$ cat config.mk
export PLATFORM = sky130hd
export DESIGN_NAME = keypad_matrix_emulator
export DESIGN_NICKNAME = d
export VERILOG_FILES = /design/src/rtl/keypad_matrix_emulator.sv
export SDC_FILE = /design/constraint.sdc
export NUM_CORES = 1
export LEC_CHECK = 0
export ABC_CLOCK_PERIOD_IN_PS = 2510
export CELL_PAD_IN_SITES_DETAIL_PLACEMENT = 2
export CELL_PAD_IN_SITES_GLOBAL_PLACEMENT = 2
export CORE_MARGIN = 5
export CORE_UTILIZATION = 35
export DETAILED_ROUTE_END_ITERATION = 12
export DONT_BUFFER_PORTS = 1
export GPL_TIMING_DRIVEN = 0
export PLACE_DENSITY = 0.72
export SYNTH_ARGS = -nofsm -noshare
export SYNTH_HDL_FRONTEND = slang
export SYNTH_SLANG_ARGS = --single-unit
$ cat constraint.sdc
create_clock -name clk -period 2.51 [get_ports clk]
set_clock_uncertainty 0.1 [all_clocks]
set_input_delay 0.753 -clock clk [delete_from_list [all_inputs] [get_ports clk]]
set_output_delay 0.753 -clock clk [all_outputs]
set_load 0.01 [all_outputs]
$ cat src/rtl/keypad_matrix_emulator.sv
// Keypad-side model of a 4x4 matrix keypad. It answers the scanner's one-hot column drive with
// the row of one requested key, including contact bounce on press and on release.
module keypad_matrix_emulator #(
    parameter int unsigned BOUNCE_CYCLES = 4,
    parameter int unsigned HOLD_CYCLES   = 20,
    parameter int unsigned GAP_CYCLES    = 8
) (
    input  logic       clk,
    input  logic       rst,
    input  logic [3:0] col,
    input  logic [4:0] key_code,
    input  logic       press_req,
    output logic [3:0] fila,
    output logic       busy,
    output logic       done,
    output logic       error
);

    typedef enum logic [2:0] {
        StIdle,
        StBounceIn,
        StHold,
        StBounceOut,
        StGap
    } state_e;

    localparam logic [15:0] BounceLast = 16'(BOUNCE_CYCLES - 1);
    localparam logic [15:0] HoldLast   = 16'(HOLD_CYCLES - 1);
    localparam logic [15:0] GapLast    = 16'(GAP_CYCLES - 1);

    state_e      state_q, state_d;
    logic [15:0] cnt_q, cnt_d;
    logic [3:0]  code_q, code_d;
    logic        busy_q, busy_d;
    logic        done_q, done_d;
    logic        error_q, error_d;

    logic        key_active;
    logic [3:0]  key_col;
    logic [3:0]  key_row;

    // Sequencer: the phase counter restarts on every state entry.
    always_comb begin
        state_d    = state_q;
        cnt_d      = cnt_q + 16'd1;
        code_d     = code_q;
        done_d     = 1'b0;
        error_d    = 1'b0;
        key_active = 1'b0;
        unique case (state_q)
            StIdle: begin
                cnt_d = '0;
                if (press_req) begin
                    if (key_code[4]) begin
                        error_d = 1'b1;
                    end else begin
                        code_d  = key_code[3:0];
                        state_d = StBounceIn;
                    end
                end
            end
            StBounceIn: begin
                key_active = ~cnt_q[0];
                if (cnt_q == BounceLast) begin
                    state_d = StHold;
                    cnt_d   = '0;
                end
            end
            StHold: begin
                key_active = 1'b1;
                if (cnt_q == HoldLast) begin
                    state_d = StBounceOut;
                    cnt_d   = '0;
                end
            end
            StBounceOut: begin
                key_active = cnt_q[0];
                if (cnt_q == BounceLast) begin
                    state_d = StGap;
                    cnt_d   = '0;
                end
            end
            StGap: begin
                if (cnt_q == GapLast) begin
                    state_d = StIdle;
                    cnt_d   = '0;
                    done_d  = 1'b1;
                end
            end
            default: begin
                state_d = StIdle;
                cnt_d   = '0;
            end
        endcase
        busy_d = (state_d != StIdle);
    end

    always_ff @(posedge clk) begin
        if (rst) begin
            state_q <= StIdle;
            cnt_q   <= '0;
            code_q  <= '0;
            busy_q  <= 1'b0;
            done_q  <= 1'b0;
            error_q <= 1'b0;
        end else begin
            state_q <= state_d;
            cnt_q   <= cnt_d;
            code_q  <= code_d;
            busy_q  <= busy_d;
            done_q  <= done_d;
            error_q <= error_d;
        end
    end

    // Physical key placement: columns 1..4, rows 1..4.
    always_comb begin
        key_col = 4'b0000;
        key_row = 4'b0000;
        unique case (code_q)
            4'h1: begin key_col = 4'b0001; key_row = 4'b0001; end
            4'h4: begin key_col = 4'b0001; key_row = 4'b0010; end
            4'h7: begin key_col = 4'b0001; key_row = 4'b0100; end
            4'hF: begin key_col = 4'b0001; key_row = 4'b1000; end
            4'h2: begin key_col = 4'b0010; key_row = 4'b0001; end
            4'h5: begin key_col = 4'b0010; key_row = 4'b0010; end
            4'h8: begin key_col = 4'b0010; key_row = 4'b0100; end
            4'h0: begin key_col = 4'b0010; key_row = 4'b1000; end
            4'h3: begin key_col = 4'b0100; key_row = 4'b0001; end
            4'h6: begin key_col = 4'b0100; key_row = 4'b0010; end
            4'h9: begin key_col = 4'b0100; key_row = 4'b0100; end
            4'hE: begin key_col = 4'b0100; key_row = 4'b1000; end
            4'hA: begin key_col = 4'b1000; key_row = 4'b0001; end
            4'hB: begin key_col = 4'b1000; key_row = 4'b0010; end
            4'hC: begin key_col = 4'b1000; key_row = 4'b0100; end
            4'hD: begin key_col = 4'b1000; key_row = 4'b1000; end
            default: begin key_col = 4'b0000; key_row = 4'b0000; end
        endcase
    end

    // Combinational so the scanner sees the row in the same cycle it drives the column.
    assign fila  = (key_active && (col == key_col)) ? key_row : 4'b0000;
    assign busy  = busy_q;
    assign done  = done_q;
    assign error = error_q;

endmodule

==> impl_metrics.csv <==
group,metric,value,unit
run_status,status,"finished clean",
power_and_ir_drop,vdd_drop_max,188.7,uV
logic_synthesis,synth.ff_latch_count,34,
clock_network,clock_path_buffers,2,
die,io_pins,19,
logic_synthesis,synth-main-ff-cell,"dfxtp_1",
drt,via_count,1400,
power_and_ir_drop,p_leak,0.7360,nW
critical_path,required,1.66,ns
final_layout,flow.area_growth_from_synthesis,16.15,%
flow_run,cap_violations,0,
clock_network,cts-root-buf,"clkbuf_8",
logic_synthesis,synthDistinctLibCells,48,
logic_synthesis,seq_area_frac_synth,38.04,%
timing,hold_viol,0,
global_route,grt_max_degree,11,
critical_path,critical_path.max_fanout,4,
global_route,grt_pass1_vias,1604,
die,die_area,0.006642,sq mm
final_layout,finish.instance_area,0.002078,sq mm
clock_network,numCtsBuffers,5,
critical_path,end_kind,"output pin",
place,port-buffer-count,0,
logic_synthesis,syn-num-nets,210,
final_layout,finalNetCount,218,
drt,drt_wl_total,4691,microns
timing,setup-violations-final,0,
drt,drtPass1Iterations,3,
die,initial_core_util,35.48,%
critical_path,critPathKind,"input port to output pin",
clock_network,cts_tree,"done",
place,place_congestion,0.8218,
min_path,min_path_type,"register to register",
power_and_ir_drop,totalPowerFinal,1.137,mW
timing,rsz0062_at_grt,"true",
final_layout,n_antenna_cell,0,
drt,antenna_left,0,
die,dieHeight,81.50,microns
critical_path,arrival,1.59,ns
timing,period_share,97.20,%
timing,fmax,0.4099,GHz
critical_path,worst_r2r_path_depth,8,
drt,drt_iter0_markers,33,
place,preCtsSetupSlack,-0.3281,ns
global_route,grt_first_pass_wirelength,7990,microns
timing,timing.final.crit_period,2.440,ns
final_layout,drive_above_1_share,20.79,%
logic_synthesis,synth_common_cells,"34 x dfxtp_1, 20 x nor2_1, 12 x nand2_1",
logic_synthesis,synth_area,0.001789,sq mm
global_route,grt_overflow_total,0,
timing,slew_headroom,63.24,%
drt,wl_per_cell,17.25,microns
timing,setup_slack,0.07023,ns
drt,viasPerCell,5.147,
power_and_ir_drop,power_density,546.9,mW/mm^2
clock_network,cts_sinks,34,
logic_synthesis,synth.most_common_cell,"dfxtp_1",
clock_network,htreeDepth,2,
logic_synthesis,synthArstFlopShare,0,%
place,dpl-instance-area,0.001877,sq mm
clock_network,path_clk_slew,0.07,ns
global_route,track_usage,15.87,%
logic_synthesis,synth_top_cell_area_share,38.04,%
logic_synthesis,ys_warn_count,0,
timing,worst-slew-pin-transition,0.5514,ns
place,dp_hpwl,3525,microns
die,num_rows,26,
timing,holdWs,0.4242,ns
clock_network,insertion_delay,0.28,ns
logic_synthesis,synth-edff-count,0,
drt,drc,0,
critical_path,worstSetupStartpointType,"input port",
min_path,whs_path_depth,2,
die,die_x,81.50,microns
global_route,antenna_found_initial,0,
die,core-area,0.005042,sq mm
logic_synthesis,yosysTopAreaCell,"dfxtp_1",
logic_synthesis,syn_area_per_cell,9.271,sq um
timing,drv_slew,0,
logic_synthesis,synth_area_leaders,"dfxtp_1 38%, xnor2_1 5.4%, nor2_1 4.2%, xor2_1 3.9%, nor4_4 3.6%",
final_layout,post-route-util,41.22,%
logic_synthesis,syn-instance-count,193,
-- metal layers --
| layer | GRT usage (%) | routed length, microns |
|---|---|---|
| met1 | 17.59 | 1954 |
| met2 | 29.23 | 2516 |
| met3 | 3.728 | 141 |
| met4 | 5.743 | 80 |
| met5 | 0 | 0 |
-- sequential cells by signal, summed over array words and instances (netlist names) --
| register | count |
|---|---|
| error | 1 |
| code_q | 4 |
| cnt_q | 16 |
| busy | 1 |
| key_row | 4 |
| state_q | 3 |
| key_col | 4 |
| done | 1 |
-- per-stage QoR --
| stage | cells | setup TNS (ns) |
|---|---|---|
| 2_1_floorplan | 193 | 0 |
| 3_3_place_gp | 263 | -1.000 |
| 3_5_place_dp | 263 | -1.641 |
| 4_1_cts | 272 | 0 |
| 5_1_grt | 272 | -0.03602 |
| 6_report | 272 | 0 |
-- placed cells by master, fill, tap and decap left out, types with 2 or more instances in the layout --
master    Yosys  routed
xnor2_4       0       2
clkbuf_8      0       8
nor3_1       10      10
nand2_1      12      12
a21oi_1       9       8
nand4_1       6       6
ha_1          5       5
nor2b_1       3       2
o21ai_0       3       2
nand3_1      11      10
o21ai_1       4       5
or3b_1        2       2
or3_1         3       3
buf_6         2       2
mux2i_1       2       2
xor2_1        8       8
inv_1         7       7
and4_1        2       2
nor4_4        3       3
nor4_2        1       2
and2_4        0       4
buf_2         3       3
mux2_2        2       2
dfxtp_1      34      33
xnor2_1      11       8
nor2_1       20      20
-- path summary, 6_finish.rpt --
check                                 from          to  slack [ns]
worst max-delay path                col[3]     fila[0]        0.07
worst min-delay path             code_q[0]   code_q[0]        0.42
worst max register to register  state_q[1]  key_col[2]        0.15
worst min register to register   code_q[0]   code_q[0]        0.42
-- area by class of cell --
| cell class | instances | area [sq um] |
|---|---|---|
| inverter | 7 | 26.28 |
| sequential | 34 | 684.4 |
| clock buffer | 8 | 110.1 |
| fill | 550 | 2964 |
| multi-input combinational | 146 | 1121 |
| timing repair buffer | 1 | 7.507 |
| tap | 70 | 87.58 |
| buffer | 6 | 41.29 |
-- cell families after synthesis --
group	Yosys count	share of synthesized area [%]
and+or+nand+nor	92	31.68
DFF	34	38.04
AOI/OAI and AO/OA	25	10.70
adders and majority gates	5	3.497
muxes	5	3.007
xor gates and xnor gates	19	9.301
buffers and inverters	13	3.776
-- power by group --
group | switching [mW] | leakage (nW) | total [mW] | internal [mW]
clock | 0.199 | 0.0575 | 0.476 | 0.277
combinational | 0.0521 | 0.402 | 0.0945 | 0.0424
sequential | 0.0105 | 0.277 | 0.566 | 0.556
-- critical path: stages --
cell and delay (ns):
xnor2_4 0.12, nand3_2 0.11, nor4_2 0.28, buf_4 0.17
and2_4 0.15
-- timing repair --
item / CTS / global route
resized for setup: 3 / 14
pin swaps: 1 / 6
buffers inserted: 1 / 0
endpoints found under the setup margin: 5 / 5
hold buffers: 0 / 0
Note: power is estimated with default switching activity, not from simulation.
